$ cat config.mk
export PLATFORM = sky130hd
export DESIGN_NAME = sprite_blitter
export DESIGN_NICKNAME = d
export VERILOG_FILES = /design/src/rtl/blit_pkg.sv /design/src/rtl/scan_counter_2d.sv /design/src/rtl/sprite_blitter.sv
export SDC_FILE = /design/constraint.sdc
export NUM_CORES = 1
export LEC_CHECK = 0
export ABC_AREA = 1
export CORE_ASPECT_RATIO = 1.1
export CORE_MARGIN = 8
export CORE_UTILIZATION = 55
export CTS_BUF_LIST = sky130_fd_sc_hd__clkbuf_8
export DETAILED_ROUTE_END_ITERATION = 16
export PLACE_DENSITY = 0.83
export SLEW_MARGIN = 40
export SYNTH_ARGS = -nofsm -noshare
export SYNTH_HDL_FRONTEND = slang
export SYNTH_SLANG_ARGS = --single-unit
$ cat constraint.sdc
create_clock -name clock -period 3.9 [get_ports clock]
set_input_delay 0.585 -clock clock [delete_from_list [all_inputs] [get_ports clock]]
set_output_delay 0.585 -clock clock [all_outputs]
set_load 0.01 [all_outputs]
$ cat src/rtl/blit_pkg.sv
// Shared definitions for the sprite blitter: operation modes, FSM encoding
// and default screen geometry.
package blit_pkg;

  localparam logic [1:0] MODE_DRAW  = 2'b00;
  localparam logic [1:0] MODE_ERASE = 2'b01;
  localparam logic [1:0] MODE_MOVE  = 2'b10;

  localparam int DEF_SCREEN_W = 160;
  localparam int DEF_SCREEN_H = 120;

  typedef enum logic [1:0] {
    ST_IDLE   = 2'd0,
    ST_ERASE  = 2'd1,
    ST_DRAW   = 2'd2,
    ST_FINISH = 2'd3
  } state_e;

  // Counter width that stays legal for a dimension of 1.
  function automatic int cnt_width(input int n);
    return (n > 1) ? $clog2(n) : 1;
  endfunction

endpackage

$ cat src/rtl/scan_counter_2d.sv
// Raster scan counter for one sprite pass: cx runs fastest, both wrap to 0
// after (SPR_W-1, SPR_H-1).
module scan_counter_2d
  import blit_pkg::*;
#(
  parameter int SPR_W = 21,
  parameter int SPR_H = 21,
  parameter int CX_W  = cnt_width(SPR_W),
  parameter int CY_W  = cnt_width(SPR_H)
) (
  input  logic            clock,
  input  logic            reset,
  input  logic            clear,
  input  logic            en,
  output logic [CX_W-1:0] cx,
  output logic [CY_W-1:0] cy,
  output logic            last
);

  localparam logic [CX_W-1:0] CX_MAX = CX_W'(SPR_W - 1);
  localparam logic [CY_W-1:0] CY_MAX = CY_W'(SPR_H - 1);

  logic [CX_W-1:0] cx_q, cx_d;
  logic [CY_W-1:0] cy_q, cy_d;

  always_comb begin
    cx_d = cx_q;
    cy_d = cy_q;
    if (clear) begin
      cx_d = '0;
      cy_d = '0;
    end else if (en) begin
      if (cx_q == CX_MAX) begin
        cx_d = '0;
        cy_d = (cy_q == CY_MAX) ? '0 : cy_q + 1'b1;
      end else begin
        cx_d = cx_q + 1'b1;
      end
    end
  end

  always_ff @(posedge clock) begin
    if (reset) begin
      cx_q <= '0;
      cy_q <= '0;
    end else begin
      cx_q <= cx_d;
      cy_q <= cy_d;
    end
  end

  assign cx   = cx_q;
  assign cy   = cy_q;
  assign last = (cx_q == CX_MAX) && (cy_q == CY_MAX);

endmodule

$ cat src/rtl/sprite_blitter.sv
// Rectangular sprite draw/erase/move engine streaming one clipped pixel per
// clock to the VGA adapter, with a start/busy/done handshake.
module sprite_blitter
  import blit_pkg::*;
#(
  parameter int               X_W       = 8,
  parameter int               Y_W       = 7,
  parameter int               COL_W     = 3,
  parameter int               SPR_W     = 21,
  parameter int               SPR_H     = 21,
  parameter int               SCREEN_W  = DEF_SCREEN_W,
  parameter int               SCREEN_H  = DEF_SCREEN_H,
  parameter logic [COL_W-1:0] BG_COLOUR = '0
) (
  input  logic                 clock,
  input  logic                 reset,
  input  logic                 start,
  input  logic [1:0]           mode,
  input  logic [X_W+Y_W-1:0]   new_coord,
  input  logic [X_W+Y_W-1:0]   old_coord,
  input  logic [COL_W-1:0]     fg_colour,
  output logic [X_W-1:0]       x,
  output logic [Y_W-1:0]       y,
  output logic [COL_W-1:0]     colour,
  output logic                 plot,
  output logic                 busy,
  output logic                 done
);

  localparam int CX_W = cnt_width(SPR_W);
  localparam int CY_W = cnt_width(SPR_H);
  localparam logic [X_W:0] SCR_W_L = (X_W + 1)'(SCREEN_W);
  localparam logic [Y_W:0] SCR_H_L = (Y_W + 1)'(SCREEN_H);

  state_e state_q, state_d;
  logic [1:0]         mode_q, mode_d;
  logic [X_W+Y_W-1:0] new_q, new_d, old_q, old_d;
  logic [COL_W-1:0]   fg_q, fg_d, colour_q, colour_d;
  logic [X_W-1:0]     x_q, x_d;
  logic [Y_W-1:0]     y_q, y_d;
  logic               plot_q, plot_d, busy_q, busy_d, done_q, done_d;

  logic [CX_W-1:0]    cx;
  logic [CY_W-1:0]    cy;
  logic               last;
  logic               accept, in_pass, in_range;
  logic [X_W+Y_W-1:0] base;
  logic [X_W:0]       sum_x;
  logic [Y_W:0]       sum_y;

  assign accept  = (state_q == ST_IDLE) && start;
  assign in_pass = (state_q == ST_ERASE) || (state_q == ST_DRAW);

  scan_counter_2d #(
    .SPR_W (SPR_W),
    .SPR_H (SPR_H),
    .CX_W  (CX_W),
    .CY_W  (CY_W)
  ) u_scan (
    .clock (clock),
    .reset (reset),
    .clear (state_q == ST_IDLE),
    .en    (in_pass),
    .cx    (cx),
    .cy    (cy),
    .last  (last)
  );

  // Only the erase half of a move uses the old position.
  assign base  = (state_q == ST_ERASE && mode_q == MODE_MOVE) ? old_q : new_q;
  assign sum_x = {1'b0, base[X_W+Y_W-1:Y_W]} + (X_W + 1)'(cx);
  assign sum_y = {1'b0, base[Y_W-1:0]} + (Y_W + 1)'(cy);
  assign in_range = !sum_x[X_W] && !sum_y[Y_W] &&
                    (sum_x < SCR_W_L) && (sum_y < SCR_H_L);

  always_ff @(posedge clock) begin
    if (reset) begin
      state_q  <= ST_IDLE;
      mode_q   <= MODE_DRAW;
      new_q    <= '0;
      old_q    <= '0;
      fg_q     <= '0;
      x_q      <= '0;
      y_q      <= '0;
      colour_q <= '0;
      plot_q   <= 1'b0;
      busy_q   <= 1'b0;
      done_q   <= 1'b0;
    end else begin
      state_q  <= state_d;
      mode_q   <= mode_d;
      new_q    <= new_d;
      old_q    <= old_d;
      fg_q     <= fg_d;
      x_q      <= x_d;
      y_q      <= y_d;
      colour_q <= colour_d;
      plot_q   <= plot_d;
      busy_q   <= busy_d;
      done_q   <= done_d;
    end
  end

  always_comb begin
    state_d = state_q;
    case (state_q)
      ST_IDLE:
        if (start)
          state_d = (mode == MODE_ERASE || mode == MODE_MOVE) ? ST_ERASE : ST_DRAW;
      ST_ERASE:
        if (last) state_d = (mode_q == MODE_MOVE) ? ST_DRAW : ST_FINISH;
      ST_DRAW:
        if (last) state_d = ST_FINISH;
      default:
        state_d = ST_IDLE;
    endcase
  end

  always_comb begin
    mode_d   = mode_q;
    new_d    = new_q;
    old_d    = old_q;
    fg_d     = fg_q;
    x_d      = x_q;
    y_d      = y_q;
    colour_d = colour_q;
    plot_d   = 1'b0;
    busy_d   = busy_q;
    done_d   = 1'b0;
    case (state_q)
      ST_IDLE: begin
        busy_d = accept;
        if (accept) begin
          mode_d = mode;
          new_d  = new_coord;
          old_d  = old_coord;
          fg_d   = fg_colour;
        end
      end
      ST_ERASE, ST_DRAW: begin
        busy_d = 1'b1;
        x_d    = sum_x[X_W-1:0];
        y_d    = sum_y[Y_W-1:0];
        plot_d = in_range;
        if (in_range) colour_d = (state_q == ST_ERASE) ? BG_COLOUR : fg_q;
      end
      default: begin
        busy_d = 1'b0;
        done_d = 1'b1;
      end
    endcase
  end

  assign x      = x_q;
  assign y      = y_q;
  assign colour = colour_q;
  assign plot   = plot_q;
  assign busy   = busy_q;
  assign done   = done_q;

endmodule

### Word level (Yosys, flattened, before mapping)

Cells that the tools add are included.

| operators by class | value |
|---|---|
| equality and inequality tests | 10 |
| divide/modulo/power cells | 0 |
| bitwise logic cells | 1 |
| multipliers | 0 |
| add/sub/neg operators | 4 |
| order comparisons | 2 |
| multiplexer cells | 12 |
| shift-type cells | 0 |
| reduce and logical (&&, ||, !) cells | 19 |

Operators by type and width:

| kind | number |
|---|---|
| two-way mux 15 bit | 1 |
| adder 5 x 1 -> 5 bit, second input constant | 2 |
| equality test 5 bit, second input constant | 2 |
| two-way mux 5 bit | 2 |
| adder 8 x 5 -> 9 bit | 1 |
| < comparator 9 x 8 -> 1 bit, second input constant | 1 |
| adder 7 x 5 -> 8 bit | 1 |
| < comparator 8 x 7 -> 1 bit, second input constant | 1 |
| two-way mux 2 bit | 4 |
| equality test 2 bit, second input constant | 3 |
| logical AND 1 bit | 6 |
| inequality test 2 bit, second input constant | 3 |
| one-hot mux 2 bit (3 select lines) | 1 |
| AND reduction 2 bit | 3 |
| OR reduction 2 bit | 3 |
| equality test 2 x 1 -> 1 bit, second input constant | 2 |
| two-way mux 3 bit | 1 |
| AND reduction 3 bit | 1 |
| OR reduction 3 bit | 1 |
| logical NOT 1 bit | 2 |
| logical NOT 2 bit | 1 |
| logical OR 1 bit | 2 |
| two-way mux 1 bit | 2 |
| one-hot mux 1 bit (2 select lines) | 1 |
| inverter 1 bit | 1 |

| word-level totals | value |
|---|---|
| ROM bits | 0 |
| input port bits | 38 |
| memories kept | 0 |
| output and inout bits | 21 |
| latch bits | 0 |
| memory bits (writable) | 0 |
| word-level logic and storage cells | 61 |
| bits in registers | 68 |

### Logic depth before layout (Yosys ltp)

Gate-level depths: netlist (run 1).

| depth | value |
|---|---|
| word-level depth | 9 |
| mapped depth | 20 |

### Cells and area by module

A second synthesis (run 1) with hierarchy kept.

| unflattened totals | value |
|---|---|
| cells, all modules | 495 |
| area, all modules | 3,515.9 um2 |

By module, submodules not included:

| module | area an instance (um2) | cells an instance | times used |
|---|---|---|---|
| sprite_blitter | 2,907.8 | 412 | 1 |
| scan_counter_2d | 608.1 | 83 | 1 |

### Worst setup path after synthesis (run 1)

OpenSTA, ideal clock, no wires.

| path | value |
|---|---|
| path kind | reg2reg |
| start point | reg state_q[1] |
| end point | reg colour_q[0], in the netlist colour[0] |
| required time | 3.787 ns |
| path slack | 1.213 ns |
| cell stages (with the launch flop) | 21 |
| clock period less this slack | 2.687 ns |
| buffers on the path | 1 |
| data arrival time | 2.574 ns |
| setup time | 0.113 ns |
| path through | dfxtp_1 -> inv_1 -> ha_1 -> nand3_4 -> clkbuf_1 -> nand2_1 -> o21ai_0 -> ha_1 -> fa_1 -> nand3_1 -> nand3_1 -> nand2_1 -> nand2_1 -> nand2_1 -> nand2_1 -> nand2_1 -> nor2_1 -> nor2_1 -> nand3_1 -> nand2_1 -> nor2_1 |

| between the ends | value |
|---|---|
| word-level cells in the longest chain between the ends | 9 |

Ends and longest elaborated chain:

| element | RTL line | RTL |
|---|---|---|
| start, declared | sprite_blitter.sv:35 | `state_e state_q, state_d;` |
| start signal, assigned | sprite_blitter.sv:90 | `state_q <= state_d;` |
| parallel branches: the longest is 9 deep, another holds adder 8 x 5 -> 9 bit | -- |  |
| end signal, assigned | sprite_blitter.sv:97 | `colour_q <= colour_d;` |
| end, declared | sprite_blitter.sv:38 | `logic [COL_W-1:0] fg_q, fg_d, colour_q, colour_d;` |

Parallel ways; which one is timed is not known.
A chain may end at the register's enable or synchronous reset.

### Worst setup path in the final report (run 1)

| path | value |
|---|---|
| start point | reg state_q[1] |
| end point | reg colour_q[2], in the netlist colour[2] |

Same word-level chain as after synthesis.

==> impl_metrics.py, run 1 <==
metrics = {
    "clock_tree": {
        "cts_inserted_buffers": 9,
        "cts-resized-gates": 0,
        "cts.hold.buffers_added": 0,
        "cts_num_sinks": 68,
        "clk_latency_ns": 0.35,
        "root_buffer": "clkbuf_8",
        "path_clk_slew_ns": 0.07,
        "ctsLongestPathBuffers": 2,
        "cts_tree": "built",
        "htreeDepth": 3,
        "post_cts_buffers": 0,
    },
    "worst_setup_path": {
        "cp.required_ns": 4.14,
        "critPathLaunchType": "flip-flop",
        "r2r-end": "colour[2]",
        "r2r_setup_slack_ns": 0.86,
        "cp.arrival_ns": 3.29,
        "path_class": "reg -> reg",
        "crit_fanout": 27,
        "reg2regPathDepth": 19,
        "cp-end-kind": "flip-flop",
        "r2r-start": "state_q[1]",
    },
    "synth": {
        "synth-seq-cells": 68,
        "synthCells": 477,
        "yosysWarnings": 0,
        "synth_edf_count": 0,
        "yosysSeqAreaShare_pct": 39.9,
        "synthFlopType": "dfxtp_1",
        "synth_fp_nets": 537,
        "yosysUniqueCellTypes": 32,
        "syn-cell-area_um2": 3410,
        "syn_avg_cell_area_um2": 7.16,
        "synth_async_sr_flop_share_pct": 0,
    },
    "timing": {
        "tightest_slew_ns": 0.673,
        "max_freq_ghz": 0.328,
        "holdWs_ns": 0.451,
        "final-max-slew-violation-count": 0,
        "max-slew-margin-rel_pct": 55.1,
        "rsz0062_at_grt": "false",
        "finalHoldViolCount": 0,
        "finalSetupTns_ns": 0,
        "period_needed_ns": 3.04,
        "setup_viol": 0,
        "period_share_pct": 78.1,
        "skew_ns": 0.0115,
    },
    "hold_path": {
        "hold_end": "old_q[1]",
        "worstHoldPathType": "reg -> reg",
        "worstHoldPathCells": 2,
        "worstHoldStart": "old_q[1]",
    },
    "layout": {
        "fin_nets": 592,
        "diodes": 0,
        "layout.cells.non_filler": 614,
        "drive_above_1_share_pct": 5.43,
        "fill_cells": 550,
        "area_delta_synth_final_pct": 23.1,
    },
    "power_and_ir_drop": {
        "power_density_nw_per_um2": 666,
        "p_leak_nw": 1.90,
        "p_total_mw": 2.80,
        "peakVddDrop_mv": 0.329,
    },
    "routing": {
        "drt_iter0_markers": 215,
        "antenna_left": 0,
        "totalWireLength_um": 7960,
        "drc": 0,
        "via_per_inst": 5.14,
        "post_drt_wl_per_cell_um": 13.0,
        "drtPass1Iterations": 5,
        "vias": 3154,
    },
    "floorplan": {
        "num_rows": 30,
        "core_um2": 6080,
        "die_h_um": 98.6,
        "die_area_um2": 8990,
        "die_w_um": 91.1,
        "start_util_pct": 56.1,
        "num_io_pins": 59,
    },
    "global_route": {
        "grt-ovfl-total": 0,
        "grt_pass1_wl_um": 13800,
        "antenna_found_initial": 0,
        "grt_max_degree": 56,
        "grt_pass1_vias": 3201,
        "grt_usage_pct": 18.4,
    },
    "placed_design": {
        "dp_hpwl_um": 6140,
        "port_buffers": 58,
        "dp.cells": 601,
        "finalWeightedCongestion": 0.888,
    },
    "run": {
        "cap_violations": 0,
    },
    "outcome": {
        "outcome": "complete, no violations",
    },
}
-- sequential cells by signal, indices dropped and copies added (netlist names), 3 cells and up --
register   count
colour         3
y              7
u_scan.cx      5
x              8
old_q         15
fg_q           3
new_q         15
u_scan.cy      5
-- synth_stat cells (all sizes together), types with 4 or more instances --
library cell   n  area [um^2]
inv           65          244
nand3         26          143
o211ai         6         45.0
nor2          70          273
a21oi         33          169
o21ai         60          304
ha            20          250
xor2           7         61.3
nand2         81          319
nand4          6         37.5
dfxtp         68         1360
clkbuf        18         67.6
nor3           4         20.0
-- logic make-up after synthesis --
family	Yosys count	synth area share (%)
simple gates	189	23.7
compound gates	104	16.2
buf+inv	85	9.38
flops	68	39.9
fa+ha+maj	22	8.50
xor+xnor	9	2.31
-- placed cells by master (no fill, tap or decap), types with 6 or more instances in the layout --
cell type and n:
o211ai_1 6, dfxtp_1 68, xor2_1 7, clkbuf_8 9
inv_1 65, nand4_1 6, a21oi_1 32, nand3_1 25
clkdlybuf4s50_1 58, ha_1 20, nand2_1 75, nand2_2 6
o21ai_0 58, nor2_1 68
-- routing by layer --
layer,share of wire [%],global-route usage [%]
met1,44,20.4
met4,1.8,8.32
met3,4.9,5.02
met2,49,32.0
met5,0,0
-- critical path: stages (launching register included) --
cell     delay (ns)
dfxtp_1        0.34
inv_1          0.09
ha_1           0.31
nand3_4        0.26
nand2_1        0.12
o21ai_0        0.11
ha_1           0.24
fa_1           0.42
nand3_1        0.13
nand3_1        0.09
nand2_1        0.08
nand2_1        0.08
nand2_1        0.09
nand2_1        0.06
nand2_1        0.08
nor2_1         0.05
nor2_1         0.17
nand3_1        0.09
nand2_1        0.07
nor2_1         0.04
-- layout make-up --
type / count / area [um^2] / share of cell area [%]
multi-input cells: 324 / 1730 / 41.2
flip-flops and latches: 68 / 1360 / 32.4
clock inverters: 4 / 21.3 / 0.506
well taps: 80 / 100 / 2.38
clock buffers: 9 / 124 / 2.95
repair buffers: 62 / 611 / 14.5
inverters: 67 / 253 / 6.02
-- stage by stage --
stage               util [%]  worst slack [ns]  instance area (um^2)
floorplan                  -              1.21                  3410
global placement        66.7              1.11                  4060
detailed placement      66.7             0.902                  4060
CTS                     69.1             0.894                  4200
global route            69.1             0.595                  4200
finish                  69.1             0.855                  4200
-- how the worst max path moves through the flow --
stage | startpoint | to | slack (ns) | cells past startpoint
3_5_place_dp | state_q[1] | colour[2] | 0.90 | 19
4_1_cts | state_q[1] | colour[2] | 0.89 | 19
6_report | state_q[1] | colour[2] | 0.86 | 19
3_3_place_gp | state_q[1] | colour[1] | 1.11 | 19
2_1_floorplan | state_q[1] | colour[0] | 1.21 | 20
5_1_grt | state_q[1] | colour[0] | 0.60 | 18
-- power by group --
group	switching [mW]	internal, mW
Sequential	0.111	0.917
Clock	0.243	0.215
Combinational	0.780	0.534
Power figures use the tool's default switching activity.
==> run 2, diff against run 1 <==
- clock period: 3.9 -> 3 ns (I/O delays scaled with it)
==> run 2 against run 1 <==
Non-clock buffer count rose by 5. Critical path depth decreased by 1. First-iteration DRC count shrank 6.5%. Cell area rose by 4.3%. Sequential power rose by 30%. Sequential share of layout area down 1.3 points. Clock-buffer cell count rose by 1. Highest routed layer unchanged.
==> impl_metrics.py, run 2 (synthesized netlist as in run 1, its figures left out) <==
metrics = {
    "global_route": {
        "grt_pass1_wl_um": 14400,
        "met1_usage_pct": 21.5,
        "grt_usage_pct": 19.2,
        "use_met3_pct": 4.33,
        "antenna_found_initial": 0,
        "grt_max_degree": 55,
        "grt-ovfl-total": 0,
        "grt_use_met2_pct": 33.5,
        "grt_pass1_vias": 3288,
        "grt-busiest-layer": "met2",
    },
    "worst_setup_path": {
        "critPathTopFamily": "simple AND/OR/NAND/NOR gates",
        "cpPeakStageDelay_ns": 0.44,
        "crit_fanout": 7,
        "cp.arrival_ns": 3.06,
        "cp.required_ns": 3.25,
        "cp_common_cell": "nand2_1",
        "crit_start": "state_q[0]",
        "cp-end-kind": "flip-flop",
        "crit_chain": "ha_4 -> nand3_4 -> nand2_1 -> o21ai_0 -> ha_1 -> fa_1 -> nand3_1 -> nand3_1 -> nand2_1 -> nand2_1 -> nand2_1 -> nand2_1 -> nand2_1 -> nor2_1 -> nor2_1 -> nand3_1 -> nand2_1 -> nor2_1",
        "reg2regPathDepth": 18,
        "crit_cells": 18,
        "path_class": "reg -> reg",
        "r2r-start": "state_q[0]",
        "timing.critical_path.buf_inv": 0,
        "critPathLaunchType": "flip-flop",
        "crit_slowest_cell": "dfxtp_1",
    },
    "timing": {
        "period_needed_ns": 2.81,
        "max-slew-margin-rel_pct": 64.8,
        "finalSetupTns_ns": 0,
        "skew_ns": 0.00810,
        "worst_slack_ns": 0.185,
        "period_share_pct": 93.8,
        "finalHoldViolCount": 0,
        "max_freq_ghz": 0.355,
        "tightest_slew_ns": 0.526,
        "setup_viol": 0,
        "final-max-slew-violation-count": 0,
    },
    "floorplan": {
        "num_io_pins": 59,
        "core_um2": 6080,
        "die_w_um": 91.1,
        "die_area_um2": 8990,
        "die_h_um": 98.6,
        "num_rows": 30,
        "start_util_pct": 56.1,
    },
    "hold_path": {
        "worstHoldPathType": "reg -> reg",
        "worstHoldPathCells": 2,
        "worstHoldStart": "old_q[8]",
    },
    "layout": {
        "diodes": 0,
        "drive_above_1_share_pct": 7.54,
        "fin_nets": 599,
        "final_cell_mix": "75 x nand2_1, 68 x nor2_1, 68 x dfxtp_1",
        "area_delta_synth_final_pct": 28.4,
        "final_common_cell": "nand2_1",
        "final_area_um2": 4380,
    },
    "routing": {
        "totalWireLength_um": 8700,
        "via_per_inst": 5.26,
        "antenna_left": 0,
        "drtPass1Iterations": 4,
        "post_drt_wl_per_cell_um": 13.9,
        "vias": 3285,
        "drt_iter0_markers": 201,
        "drc": 0,
    },
    "placed_design": {
        "port_buffers": 58,
        "finalWeightedCongestion": 0.903,
        "dpl-instance-area_um2": 4060,
        "dp_hpwl_um": 6080,
        "pre_cts_ws_ns": 0.0236,
    },
    "power_and_ir_drop": {
        "power_density_nw_per_um2": 933,
        "peakVddDrop_mv": 0.512,
        "p_leak_nw": 1.97,
    },
    "clock_tree": {
        "cts_inserted_buffers": 9,
        "root_buffer": "clkbuf_8",
        "cts_tree": "built",
        "htreeDepth": 3,
        "ctsLongestPathBuffers": 2,
        "clk_latency_ns": 0.35,
        "cts_num_sinks": 68,
        "cts.hold.buffers_added": 0,
        "path_clk_slew_ns": 0.07,
    },
    "run": {
        "cap_violations": 0,
    },
    "outcome": {
        "outcome": "complete, no violations",
    },
}
run 2: what timing repair did:
action | CTS | global route
gates cloned | 1 | 1
gates resized for setup | 0 | 5
setup buffers | 0 | 5
pin swaps | 0 | 0
setup endpoints to repair | 3 | 5
run 2: stage by stage:
step	hold WS, ns	total power [mW]	utilization, %	std cells
final	0.452	4.09	72.1	624
after global routing	0.469	4.38	72.1	624
after CTS	0.450	4.01	71.0	618
after detailed placement	0.444	3.07	66.7	601
after global placement	0.434	3.00	66.7	601
after floorplan	0.425	2.46	-	477
run 2: path summary, 6_finish.rpt:
check / slack (ns) / end
worst max-delay path: 0.19 / colour[1]
worst min-delay path: 0.45 / old_q[8]
worst max register to register: 0.19 / colour[1]
worst min register to register: 0.45 / old_q[8]
run 2: layout make-up:
class | count | area [um^2]
Clock inverter | 6 | 111
Multi-Input combinational cell | 326 | 1770
Clock buffer | 10 | 138
Sequential cell | 68 | 1360
Tap cell | 80 | 100
Timing Repair Buffer | 67 | 648
Inverter | 67 | 253
Fill cell | 491 | 1700
run 2: worst register-to-register path, cell delays in order, from the launching register on:
cell and delay, ns:
dfxtp_1 0.44, ha_4 0.23, nand3_4 0.12, nand2_1 0.09, o21ai_0 0.10, ha_1 0.25, fa_1 0.42, nand3_1 0.13
nand3_1 0.10, nand2_1 0.07, nand2_1 0.09, nand2_1 0.10, nand2_1 0.06, nand2_1 0.09, nor2_1 0.06, nor2_1 0.17
nand3_1 0.10, nand2_1 0.07, nor2_1 0.04
run 2: report_power, final:
group          switching [mW]  internal [mW]  total [mW]
sequential              0.149           1.19        1.34
combinational            1.08          0.736        1.82
clock                   0.354          0.574       0.928
run 2: per-layer routing:
layer / vias up / share of wire (%)
met5: - / 0
met4: 0 / 2.7
met3: 29 / 6.0
met2: 116 / 49
met1: 1482 / 42
li1: 1658 / -
==> run 3, diff against run 2 <==
- ABC_AREA: 1 -> default
- CORE_UTILIZATION: 55 -> 54
- PLACE_DENSITY: 0.83 -> 0.82
==> run 3 against run 2 <==
Flip-flop and latch count is the same. Critical path depth shrank 5. First-iteration DRC count shrank 34%. Clock power shrank 19%. Hold slack gained 0.0040 ns. Largest power group unchanged.
==> impl_metrics.py, run 3 <==
metrics = {
    "hold_path": {
        "worstHoldPathCells": 2,
        "worstHoldStart": "old_q[6]",
        "worstHoldPathType": "reg -> reg",
    },
    "floorplan": {
        "num_rows": 30,
        "die_area_um2": 8850,
        "die_h_um": 97.9,
        "num_io_pins": 59,
        "die_w_um": 90.4,
        "core_um2": 6040,
        "start_util_pct": 54.4,
    },
    "routing": {
        "totalWireLength_um": 7640,
        "via_per_inst": 5.21,
        "drtPass1Iterations": 4,
        "post_drt_wl_per_cell_um": 14.6,
        "wl_met1_um": 3390,
        "wl_met2_um": 3650,
        "routed.top_layer": "met4",
        "antenna_left": 0,
        "drc": 0,
        "wl_met3_um": 431,
        "drt_iter0_markers": 133,
        "vias": 2734,
    },
    "timing": {
        "holdWs_ns": 0.456,
        "max_freq_ghz": 0.335,
        "setup_viol": 0,
        "final-max-slew-violation-count": 0,
        "period_needed_ns": 2.99,
        "rsz0062_at_grt": "true",
        "finalHoldViolCount": 0,
        "period_share_pct": 99.6,
        "max-slew-margin-rel_pct": 59.9,
        "skew_ns": 0.00633,
        "tightest_slew_ns": 0.596,
    },
    "synth": {
        "synth.top_cells.by_area": "dfxtp_1 41%, nand2_1 9.0%, ha_1 7.6%",
        "yosysWarnings": 0,
        "synthXorXnorAreaFrac_pct": 5.59,
        "synth_async_sr_flop_share_pct": 0,
        "yosysUniqueCellTypes": 38,
        "synthMostInstantiatedCell": "nand2_1",
        "synth_compound_area_share_pct": 12.6,
        "syn-cell-area_um2": 3290,
        "synth_top_area_share_pct": 41.4,
        "yosys.area_share.simple_pct": 18.3,
        "synth-seq-cells": 68,
        "synthFlopType": "dfxtp_1",
        "synth_fp_nets": 436,
        "synth_edf_count": 0,
        "synth_top_family_by_area": "simple AND/OR/NAND/NOR gates",
        "synth_mux_area_share_pct": 10.1,
        "synth_area_leader_cell": "dfxtp_1",
        "synthTopCellsByCount": "79 x nand2_1, 68 x dfxtp_1, 47 x a21oi_1",
        "yosys.area_share.adder_pct": 8.82,
        "synthCells": 376,
        "syn_avg_cell_area_um2": 8.75,
        "yosysSeqAreaShare_pct": 41.4,
    },
    "global_route": {
        "grt_pass1_wl_um": 12700,
        "grt_usage_pct": 17.5,
        "grt_max_degree": 36,
        "grt_pass1_vias": 2792,
        "grt-ovfl-total": 0,
        "antenna_found_initial": 0,
    },
    "power_and_ir_drop": {
        "intPower_mw": 2.06,
        "power_density_nw_per_um2": 753,
        "p_switching_mw": 1.17,
        "power_frac_comb_pct": 40.4,
        "peakVddDrop_mv": 0.417,
        "p_seq_share_pct": 36.2,
        "clkPwrFrac_pct": 23.4,
        "p_leak_nw": 1.70,
        "switching_share_pct": 36.2,
    },
    "layout": {
        "final_cell_mix": "79 x nand2_1, 66 x dfxtp_1, 57 x clkdlybuf4s50_1",
        "area_delta_synth_final_pct": 30.2,
        "diodes": 0,
        "fin_nets": 500,
        "final_common_cell": "nand2_1",
        "fill_cells": 462,
        "fin_util_pct": 70.8,
        "drive_above_1_share_pct": 14.8,
    },
    "worst_setup_path": {
        "critPathLaunchType": "flip-flop",
        "cp-end-kind": "flip-flop",
        "cpPeakStageDelay_ns": 0.38,
        "crit_start": "state_q[1]",
        "path_class": "reg -> reg",
        "cp.arrival_ns": 3.22,
        "r2r-start": "state_q[1]",
        "cp.required_ns": 3.23,
        "crit_chain": "inv_2 -> ha_4 -> nand3b_4 -> mux2_4 -> ha_4 -> fa_2 -> a21oi_2 -> o21ai_2 -> a311oi_2 -> a211oi_2 -> a211o_2 -> o21ai_2 -> a21oi_2",
        "crit_fanout": 6,
        "crit_slowest_cell": "fa_2",
        "reg2regPathDepth": 13,
    },
    "clock_tree": {
        "cts_inserted_buffers": 9,
        "cts_num_sinks": 68,
        "ctsLongestPathBuffers": 2,
        "path_clk_slew_ns": 0.08,
        "clk_latency_ns": 0.34,
        "cts.hold.buffers_added": 0,
        "root_buffer": "clkbuf_8",
        "cts_tree": "built",
        "htreeDepth": 3,
    },
    "placed_design": {
        "finalWeightedCongestion": 0.845,
        "port_buffers": 58,
        "dp_hpwl_um": 5610,
    },
    "outcome": {
        "outcome": "complete, no violations",
    },
    "run": {
        "cap_violations": 0,
    },
}
run 3: changes by cell type after synthesis, moves of 4 or more:
cell      delta
nand4b_1     +5
a21oi_1     +15
inv_1       -55
o211ai_1     -6
o21ai_0     -56
nand2_2      -6
nand2_1      +4
mux2i_1     +17
nand3_1     -24
mux2_2      +10
xnor2_1      +9
nor2_1      -35
run 3: final timing paths:
path | endpoint | slack [ns]
setup / recovery | colour[1] | 0.01
hold / removal | old_q[6] | 0.46
setup reg to reg | colour[1] | 0.01
hold reg to reg | old_q[6] | 0.46
run 3: final cells by class:
class                   count  area [um^2]  share of cell area (%)
inverters                   9         33.8                   0.789
clock buffers               9          124                    2.89
clock inverters             7         76.3                    1.78
repair buffers             72          681                    15.9
multi-input cells         280         1900                    44.4
well taps                  80          100                    2.34
flip-flops and latches     68         1370                    31.9
run 3: through the flow:
| step | std cells | setup slack, ns | area (um^2) | power [mW] | setup TNS, ns |
|---|---|---|---|---|---|
| 5_1_grt | 525 | -0.132 | 4280 | 3.42 | -0.367 |
| 3_5_place_dp | 503 | -0.0266 | 3980 | 2.42 | -0.0550 |
| 2_1_floorplan | 376 | 0.00265 | 3320 | 2.03 | 0 |
| 4_1_cts | 519 | 0.0151 | 4180 | 3.18 | 0 |
| 6_report | 525 | 0.0107 | 4280 | 3.22 | 0 |
| 3_3_place_gp | 503 | 0.0674 | 3980 | 2.39 | 0 |
run 3: critical path, delay by kind of cell, from the launching register on:
family | cells | cell delay (ns)
simple gates | 1 | 0.13
flops | 1 | 0.34
buf+inv | 1 | 0.07
mux | 1 | 0.34
compound gates | 7 | 1.29
fa+ha+maj | 3 | 0.71
run 3: repair_timing:
item,CTS,global route
resized for setup,1,15
pin swaps,2,6
buffers inserted,0,6
hold endpoints to repair,0,0
endpoints found under the setup margin,3,4
run 3: per-layer routing:
metal | vias up | global-route usage [%]
met5 | - | 0
met4 | 0 | 8.72
met3 | 15 | 4.68
met2 | 82 | 28.6
met1 | 1244 | 20.8
li1 | 1393 | -
run 3: logic make-up (layout without fill, tap and decap cells):
logic type | count (synthesis) | after routing
compound gates | 70 | 70
flops | 68 | 68
fa+ha+maj | 22 | 22
buf+inv | 28 | 97
simple gates | 137 | 137
mux | 30 | 30
xor+xnor | 21 | 21
run 3: power by group through the flow:
| stage | logic (mW) | registers [mW] | clock network (mW) |
|---|---|---|---|
| final | 1.30 | 1.17 | 0.754 |
| after global routing | 1.43 | 1.19 | 0.807 |
| after CTS | 1.26 | 1.16 | 0.766 |
| after detailed placement | 1.25 | 1.18 | 0 |
| after global placement | 1.22 | 1.17 | 0 |
| after floorplan | 0.839 | 1.19 | 0 |
